**src/rtl/rv_mem_pkg.sv**
```systemverilog
// Shared definitions for the data-memory load/store path: funct3 widths,
// access FSM states, fault codes and alignment helpers.
package rv_mem_pkg;

    localparam logic [2:0] F3_B  = 3'b000;
    localparam logic [2:0] F3_H  = 3'b001;
    localparam logic [2:0] F3_W  = 3'b010;
    localparam logic [2:0] F3_BU = 3'b100;
    localparam logic [2:0] F3_HU = 3'b101;

    localparam logic [1:0] FAULT_NONE     = 2'b00;
    localparam logic [1:0] FAULT_MISALIGN = 2'b01;
    localparam logic [1:0] FAULT_TIMEOUT  = 2'b10;

    localparam logic [1:0] SZ_BYTE = 2'd0;
    localparam logic [1:0] SZ_HALF = 2'd1;
    localparam logic [1:0] SZ_WORD = 2'd2;

    typedef enum logic [1:0] {
        ST_IDLE,
        ST_BUSY,
        ST_DONE
    } mem_state_e;

    // Reserved encodings (011/110/111) fall through to a word access.
    function automatic logic [1:0] acc_size(input logic [2:0] f3);
        case (f3)
            F3_B, F3_BU: acc_size = SZ_BYTE;
            F3_H, F3_HU: acc_size = SZ_HALF;
            default:     acc_size = SZ_WORD;
        endcase
    endfunction

    function automatic logic is_aligned(input logic [1:0] size, input logic [1:0] off);
        case (size)
            SZ_BYTE: is_aligned = 1'b1;
            SZ_HALF: is_aligned = ~off[0];
            default: is_aligned = (off == 2'b00);
        endcase
    endfunction

endpackage

```
**src/rtl/load_extend.sv**
```systemverilog
// Picks the addressed byte/halfword out of a bus read word and sign- or
// zero-extends it according to funct3.
module load_extend
    import rv_mem_pkg::*;
(
    input  logic [31:0] rdata,
    input  logic [2:0]  funct3,
    input  logic [1:0]  byte_off,
    output logic [31:0] extended
);

    logic [7:0]  byte_sel;
    logic [15:0] half_sel;

    always_comb begin
        byte_sel = rdata[{byte_off, 3'b000} +: 8];
        half_sel = byte_off[1] ? rdata[31:16] : rdata[15:0];
        case (funct3)
            F3_B:    extended = {{24{byte_sel[7]}}, byte_sel};
            F3_BU:   extended = {24'h0, byte_sel};
            F3_H:    extended = {{16{half_sel[15]}}, half_sel};
            F3_HU:   extended = {16'h0, half_sel};
            default: extended = rdata;
        endcase
    end

endmodule

```
**src/rtl/data_mem_access.sv**
```systemverilog
// Load/store unit: runs one req/ack transaction per memory instruction,
// stalls the core meanwhile and returns extended load data to writeback.
module data_mem_access
    import rv_mem_pkg::*;
#(
    parameter int TIMEOUT_CYCLES = 16,
    parameter int CNT_W          = 8
) (
    input  logic        clk,
    input  logic        rst,
    input  logic        mem_read,
    input  logic        mem_write,
    input  logic [2:0]  funct3,
    input  logic [31:0] addr,
    input  logic [31:0] store_data,
    output logic [31:0] load_data,
    output logic        stall,
    output logic        fault,
    output logic [1:0]  fault_code,
    output logic        bus_req,
    output logic        bus_we,
    output logic [31:0] bus_addr,
    output logic [3:0]  bus_be,
    output logic [31:0] bus_wdata,
    input  logic [31:0] bus_rdata,
    input  logic        bus_ack
);

    localparam logic [CNT_W-1:0] TO_LIMIT = CNT_W'(TIMEOUT_CYCLES);

    mem_state_e       state_q, state_d;
    logic [31:0]      bus_addr_q, bus_addr_d;
    logic             bus_we_q, bus_we_d;
    logic [3:0]       bus_be_q, bus_be_d;
    logic [31:0]      bus_wdata_q, bus_wdata_d;
    logic [31:0]      load_data_q, load_data_d;
    logic [2:0]       f3_q, f3_d;
    logic [1:0]       off_q, off_d;
    logic [CNT_W-1:0] cnt_q, cnt_d;
    logic             fault_q, fault_d;

    logic             access;
    logic             aligned;
    logic             mis_fault;
    logic             timeout_hit;
    logic [1:0]       size;
    logic [3:0]       req_be;
    logic [31:0]      req_wdata;
    logic [31:0]      ext_data;
    logic [CNT_W-1:0] cnt_inc;

    load_extend u_load_extend (
        .rdata    (bus_rdata),
        .funct3   (f3_q),
        .byte_off (off_q),
        .extended (ext_data)
    );

    // Request decode: lane enables and replicated write data for this access.
    always_comb begin
        access    = mem_read | mem_write;
        size      = acc_size(funct3);
        aligned   = is_aligned(size, addr[1:0]);
        req_be    = 4'b1111;
        req_wdata = store_data;
        if (mem_write) begin
            case (size)
                SZ_BYTE: begin
                    req_be    = 4'b0001 << addr[1:0];
                    req_wdata = {4{store_data[7:0]}};
                end
                SZ_HALF: begin
                    req_be    = addr[1] ? 4'b1100 : 4'b0011;
                    req_wdata = {2{store_data[15:0]}};
                end
                default: ;
            endcase
        end
        cnt_inc     = cnt_q + CNT_W'(1);
        timeout_hit = (TIMEOUT_CYCLES != 0) && (cnt_inc == TO_LIMIT);
    end

    always_comb begin
        state_d     = state_q;
        bus_addr_d  = bus_addr_q;
        bus_we_d    = bus_we_q;
        bus_be_d    = bus_be_q;
        bus_wdata_d = bus_wdata_q;
        load_data_d = load_data_q;
        f3_d        = f3_q;
        off_d       = off_q;
        cnt_d       = cnt_q;
        fault_d     = 1'b0;
        case (state_q)
            ST_IDLE: begin
                if (access && aligned) begin
                    bus_addr_d  = {addr[31:2], 2'b00};
                    bus_we_d    = mem_write;
                    bus_be_d    = req_be;
                    bus_wdata_d = req_wdata;
                    f3_d        = funct3;
                    off_d       = addr[1:0];
                    cnt_d       = '0;
                    state_d     = ST_BUSY;
                end
            end
            ST_BUSY: begin
                // An ack arriving on the last allowed cycle still wins over the timeout.
                if (bus_ack) begin
                    if (!bus_we_q) load_data_d = ext_data;
                    state_d = ST_DONE;
                end else if (timeout_hit) begin
                    if (!bus_we_q) load_data_d = '0;
                    fault_d = 1'b1;
                    state_d = ST_DONE;
                end else begin
                    cnt_d = cnt_inc;
                end
            end
            ST_DONE: state_d = ST_IDLE;
            default: state_d = ST_IDLE;
        endcase
    end

    always_ff @(posedge clk) begin
        if (rst) begin
            state_q     <= ST_IDLE;
            bus_addr_q  <= '0;
            bus_we_q    <= 1'b0;
            bus_be_q    <= '0;
            bus_wdata_q <= '0;
            load_data_q <= '0;
            f3_q        <= '0;
            off_q       <= '0;
            cnt_q       <= '0;
            fault_q     <= 1'b0;
        end else begin
            state_q     <= state_d;
            bus_addr_q  <= bus_addr_d;
            bus_we_q    <= bus_we_d;
            bus_be_q    <= bus_be_d;
            bus_wdata_q <= bus_wdata_d;
            load_data_q <= load_data_d;
            f3_q        <= f3_d;
            off_q       <= off_d;
            cnt_q       <= cnt_d;
            fault_q     <= fault_d;
        end
    end

    // Misalignment is reported in the request cycle; timeout comes from fault_q in DONE.
    always_comb begin
        mis_fault  = (state_q == ST_IDLE) && access && !aligned;
        stall      = ((state_q == ST_IDLE) && access && aligned) || (state_q == ST_BUSY);
        bus_req    = (state_q == ST_BUSY);
        fault      = mis_fault | fault_q;
        fault_code = mis_fault ? FAULT_MISALIGN : (fault_q ? FAULT_TIMEOUT : FAULT_NONE);
    end

    assign load_data = load_data_q;
    assign bus_we    = bus_we_q;
    assign bus_addr  = bus_addr_q;
    assign bus_be    = bus_be_q;
    assign bus_wdata = bus_wdata_q;

endmodule

```
**config.mk**
```make
export PLATFORM = sky130hd
export DESIGN_NAME = data_mem_access
export DESIGN_NICKNAME = d
export VERILOG_FILES = /design/src/rtl/rv_mem_pkg.sv /design/src/rtl/load_extend.sv /design/src/rtl/data_mem_access.sv
export SDC_FILE = /design/constraint.sdc
export NUM_CORES = 1
export LEC_CHECK = 0
export CAP_MARGIN = 20
export CORE_UTILIZATION = 33
export CTS_CLUSTER_DIAMETER = 80
export DETAILED_ROUTE_END_ITERATION = 10
export MAX_ROUTING_LAYER = met4
export PLACE_DENSITY = 0.72
export SYNTH_ARGS = -nofsm -noshare
export SYNTH_HDL_FRONTEND = slang
export SYNTH_HIERARCHICAL = 1
export SYNTH_SLANG_ARGS = --single-unit
```
**constraint.sdc**
```tcl
create_clock -name clk -period 5.15 [get_ports clk]
set_input_delay 1.545 -clock clk [delete_from_list [all_inputs] [get_ports clk]]
set_output_delay 1.545 -clock clk [all_outputs]
set_load 0.02 [all_outputs]
```
## After elaboration in Yosys (flattened, before gate mapping)

Cells that the tools add are included.

| storage, ports and cells | value |
|---|---|
| register bits after elaboration | 115 |
| input port bits | 104 |
| output and inout bits | 106 |
| word-level logic and storage cells | 75 |

| operators by class | value |
|---|---|
| $add $sub $neg | 1 |
| equal/unequal tests | 13 |
| shift operators | 2 |
| muxes and demuxes | 24 |
| bitwise logic cells | 5 |
| reduce and logical (&&, ||, !) cells | 20 |

Operator list:

| cell | number |
|---|---|
| $mux 32 | 5 |
| $pmux 32 s4 | 1 |
| $pmux 32 s2 | 1 |
| $shiftx 32x6->8 | 1 |
| $mux 8 | 3 |
| $mux 16 | 1 |
| $pmux 8 s2 | 1 |
| $eq 3x3->1 const B | 4 |
| $mux 2 | 5 |
| $add 8x1->8 const B | 1 |
| $eq 8x5->1 const B | 1 |
| $mux 4 | 2 |
| $pmux 2 s2 | 2 |
| $pmux 4 s2 | 1 |
| $eq 3x1->1 const B | 2 |
| $logic_not 2->1 | 3 |
| $logic_not 3->1 | 2 |
| $ne 2x2->1 const B | 3 |
| $eq 2x1->1 const B | 2 |
| $logic_and 1x1->1 | 4 |
| $reduce_and 2->1 | 2 |
| $reduce_and 4->1 | 1 |
| $reduce_bool 2->1 | 2 |
| $reduce_or 2->1 | 2 |
| other kinds (10) | 13 |

## Depth between registers and ports, before layout

| depth | value |
|---|---|
| depth after elaboration | 8 |
| mapped depth | 8 |
| depth with buffers taken out | 7 |

## Hierarchy

Netlist, hierarchy kept.

Modules (own cells, without submodules):

| module | times used | cells an instance | area each (um^2) | seq. area each (um^2) |
|---|---|---|---|---|
| data_mem_access | 1 | 536 | 4,531.8 | 2,302.2 |
| load_extend | 1 | 96 | 845.8 | 0.0 |

## Least setup slack after synthesis

OpenSTA, ideal clock, no wires.

| path | value |
|---|---|
| kind | input to output |
| start point | input funct3[0] |
| end point | output stall |
| arrival | 2.853 ns |
| data required time | 3.605 ns |
| path slack | 0.752 ns |
| stages | 7 |
| buffers on the path | 3 |
| path through | o21ai_1 nand2_1 or4_1 clkbuf_1 buf_2 clkbuf_1 nand2_1 |

| on the way | value |
|---|---|
| cells in the longest elaborated chain, start to end | 7 |
| elaborated cells between the ends (all ways) | 12 |
| classes of those cells | eq/ne: 4; mux: 2; reduce/logical: 6 |

Ends and longest elaborated chain:

| element | line | text |
|---|---|---|
| start, declared | data_mem_access.sv:13 | `input logic [2:0] funct3,` |
| $eq 3x1->1 (tied with other cells) | rv_mem_pkg.sv:27 | `case (f3)` |
| $reduce_or 2->1 | rv_mem_pkg.sv:27 |  |
| $pmux 2 s2 * | rv_mem_pkg.sv:27 |  |
| $eq 2x1->1 or $logic_not 2->1 (tied branches) | rv_mem_pkg.sv:35 | `case (size)` |
| $pmux 1 s2 * | rv_mem_pkg.sv:35 |  |
| $logic_and 1x1->1 * | data_mem_access.sv:154 | `stall = ((state_q == ST_IDLE) && access && aligned) \|\| (state_q == ST_BUSY);` |
| $logic_or 1x1->1 * | data_mem_access.sv:154 |  |
| end, declared | data_mem_access.sv:17 | `output logic stall,` |

Every way passes the cells marked *; elsewhere a longest branch is shown, timed or not.

## Final worst setup path

| path | value |
|---|---|
| start point | input funct3[1] |
| end point | output fault |

| on the way | value |
|---|---|
| cells in the longest elaborated chain, start to end | 8 |
| elaborated cells between the ends (all ways) | 13 |
| classes of those cells | eq/ne: 4; mux: 2; bitwise: 1; reduce/logical: 6 |

Ends and longest elaborated chain:

| element | line | text |
|---|---|---|
| $eq 3x1->1 (tied with other cells) | rv_mem_pkg.sv:27 |  |
| $reduce_or 2->1 | rv_mem_pkg.sv:27 |  |
| $pmux 2 s2 * | rv_mem_pkg.sv:27 |  |
| $eq 2x1->1 or $logic_not 2->1 (tied branches) | rv_mem_pkg.sv:35 |  |
| $pmux 1 s2 * | rv_mem_pkg.sv:35 |  |
| $logic_not 1->1 * | data_mem_access.sv:153 | `mis_fault = (state_q == ST_IDLE) && access && !aligned;` |
| $logic_and 1x1->1 * | data_mem_access.sv:153 |  |
| $or 1x1->1 * | data_mem_access.sv:156 | `fault = mis_fault \| fault_q;` |
| end, declared | data_mem_access.sv:18 | `output logic fault,` |

Marks and branches as above.

==> metrics <==
final slew viol count 0; Core Rows 46; Max clock buf depth 2; DR vias/cell slightly below 5; Routed Antenna Nets 0; pwr/cell area approximately 320 nW/um^2; Fin. Hold Viols 0; crit path cell chain clkdlybuf4s50_1, o21ai_1, a2111oi_2, buf_4, or2_2, clkdlybuf4s50_1; GRT overflow 0; pre-CTS setup slack 0.08412 ns; CP Data Arrival Time 3.45 ns; # clock sinks 115; DR DRC count 0; Core ar. between 15000 and 20000 sq um; CTS Hold Buffers Added 0; H-tree Lvls 4; TritonCTS Buffers 17; crit-path max FO 3; post-layout instance area 8064 sq um; Max-Cap Viols 0; register area 2302 sq um; hold path endpoint bus_addr[30]$_SDFFE_PP0P_; crit path buf inv count 3; Hold Path Class register to register; Worst slew margin a little over a third; Worst-path clk slew 0.05 ns; Top Family by Delay on Critical Path buffers and inverters; Setup WS post-layout 0.1593 ns; dominant cell type by count on the critical path clkdlybuf4s50_1; area taken by multi-input logic gates 2794 sq um; vias in the first global route 4974; post-detail-place hpwl around 11000 um; placer congestion estimate 0.8325; CP Capture Type primary output; share of cells above drive strength 1 under 10%; clk_lat worst skew 0.41 ns; starting density of the core 33.85%; synth-to-layout area growth 49.95%; worst reg2reg path endpoint load_data[16]$_SDFFE_PP0P_; Yosys reg bits 115; worst reg2reg path depth 7; hold path start bus_addr[30]$_SDFFE_PP0P_; pin count of the biggest net entering global routing 79; drt total wl 15990 um; asr flop ratio synth 0%; Initial DRC Count 291; All-Layer GR Usage between 10% and 20%; Reg2Reg Launch Point cnt_q[0]$_SDFFE_PP0P_; synthesized area per cell 8.509 sq um; Seq/Total Area, Yosys between 40% and 50%; Yosys cell types 61; critical path class primary input to primary output; Ys Warns 6; setup_tns 0 ns; FF-to-FF setup slack around 2.4 ns; IO Pins 210; Period Utilization, post-route 96.91%; EDFF count, synth 0; Final Util 50.76%; ys flop type dfxtp_1; setup violators final 0; Final nets 921; crit-path max cell delay 0.59 ns; cell with the largest stage delay on the worst path clkdlybuf4s50_1; WL per Instance 15.34 um; min cycle time layout 4.991 ns; Critical Path RT 3.61 ns; die width 129.7 um; die height about 130 um; Worst Tran Pin Value 0.9514 ns; RSZ-0062 raised after global routing false; Post-Syn Area 5378 sq um; input/output buffers 207; leakage power 2.899 nW; critical path startpoint category primary input; Area after DPL 7530 sq um; worst vdd ir 213.9 uV; first-pass GRT wire length between 20000 and 30000 um; Initial DRT Pass Iterations 4; total power about 2.6 mW; CTS tree built; CTS root buf clkbuf_16; Final Skew 0.01045 ns; Mapped Cells 632; Max Freq 200.4 MHz; hold path depth 2; fill cell count 1518; initial antenna violation count 1; outcome complete, no violations; via count just over 5000; Die ar. 16810 sq um
-- Yosys cell counts (2+ instances only) --
master | n | area, sq um
nand2_1 | 120 | 450.4
dfxtp_1 | 115 | 2302
a21oi_1 | 68 | 340.3
nor2_1 | 58 | 217.7
clkbuf_1 | 36 | 135.1
a22o_1 | 34 | 297.8
nor2b_1 | 21 | 131.4
nor3_1 | 21 | 105.1
a2bb2oi_2 | 14 | 210.2
a311oi_1 | 10 | 87.58
a211oi_1 | 9 | 67.56
inv_1 | 7 | 26.28
mux2i_1 | 7 | 70.07
a221o_1 | 6 | 60.06
a2bb2oi_1 | 6 | 52.55
buf_4 | 6 | 45.04
buf_6 | 6 | 67.56
mux2_2 | 6 | 67.56
nand2b_1 | 6 | 37.54
o21ai_0 | 6 | 30.03
o221ai_1 | 6 | 52.55
buf_2 | 5 | 25.02
o211ai_1 | 4 | 30.03
o21a_1 | 4 | 30.03
nor3b_1 | 3 | 22.52
o21ai_1 | 3 | 15.01
a21boi_0 | 2 | 15.01
a21o_1 | 2 | 15.01
and3_1 | 2 | 12.51
and4b_1 | 2 | 20.02
buf_1 | 2 | 7.510
ha_1 | 2 | 25.02
nand3_1 | 2 | 10.01
nand4_1 | 2 | 12.51
nor4_1 | 2 | 12.51
nor4b_1 | 2 | 17.52
-- where the power goes --
part	switching (mW)	internal [mW]	total [mW]
Clock	0.388	0.638	1.03
Sequential	0.0386	0.947	0.985
Combinational	0.284	0.272	0.557
-- worst min-delay path: cells and delay by family (launching register included) --
family | cells | cell delay (ns)
DFF | 1 | 0.30
AOI/OAI and AO/OA | 1 | 0.05
and+or+nand+nor | 1 | 0.05
-- state kept, by name, summed over array words and instances (netlist names) --
name       flops
fault_q        1
bus_addr      30
f3_q           3
bus_we         1
load_data     32
bus_be         4
off_q          2
state_q        2
cnt_q          8
bus_wdata     32
-- how the worst max path moves through the flow --
stage | depth (start not counted) | endpoint | start | slack [ns]
floorplan | 7 | stall | funct3[0] | 0.75
global placement | 6 | fault | funct3[1] | 0.15
detailed placement | 6 | fault | funct3[1] | 0.08
CTS | 6 | fault | funct3[1] | 0.08
global route | 6 | fault | funct3[1] | 0.04
finish | 6 | fault | funct3[1] | 0.16
-- per-layer routing --
metal	wire length [um]	GRT usage (%)	vias up
li1	-	-	2608
met1	6988	23.57	2366
met4	224	6.840	0
met2	7458	31.11	168
met5	0	-	-
met3	1319	7.349	16
-- through the flow --
step           cells  hold slack [ns]
2_1_floorplan    633           0.4367
3_3_place_gp    1011           0.4406
3_5_place_dp    1011           0.4460
4_1_cts         1040           0.4528
5_1_grt         1042           0.4715
6_report        1042           0.4518
-- cells by family after synthesis --
logic type / Yosys count / share of synthesized area (%)
muxes: 14 / 2.838
DFF: 115 / 42.81
and+or+nand+nor: 252 / 21.34
buffers and inverters: 63 / 5.770
adders and majority gates: 2 / 0.4653
other: 1 / 0.06973
AOI/OAI and AO/OA: 185 / 26.71
-- what timing repair did --
item,4_1_cts,5_1_grt
setup buffers,0,0
setup endpoints to repair,0,1
resized for setup,0,2
-- area by class of cell --
| class | count | area share [%] |
|---|---|---|
| Antenna cell | 1 | 0.03103 |
| Timing Repair Buffer | 218 | 26.72 |
| Inverter | 8 | 0.3724 |
| Clock inverter | 6 | 0.4034 |
| Tap cell | 216 | 3.351 |
| Sequential cell | 115 | 28.55 |
| Multi-Input combinational cell | 455 | 34.65 |
| Clock buffer | 23 | 5.927 |
-- layout by cell type (no fill, tap or decap), drive strengths merged, types with 3 or more instances in the layout --
| master | instances |
|---|---|
| o211ai | 4 |
| a21oi | 69 |
| a221o | 6 |
| clkdlybuf4s50 | 205 |
| nand2b | 6 |
| mux2i | 7 |
| buf | 13 |
| clkinv | 6 |
| a22o | 34 |
| o21ai | 10 |
| nor2b | 21 |
| dfxtp | 115 |
| clkbuf | 23 |
| inv | 7 |
| nor3 | 21 |
| a311oi | 10 |
| nor3b | 4 |
| nor4 | 3 |
| a211oi | 10 |
| nand2 | 120 |
| o221ai | 6 |
| nor2 | 58 |
| a2bb2oi | 20 |
| nand3 | 3 |
| o21a | 4 |
| mux2 | 7 |
No activity file was read; power rests on OpenSTA's default activity.
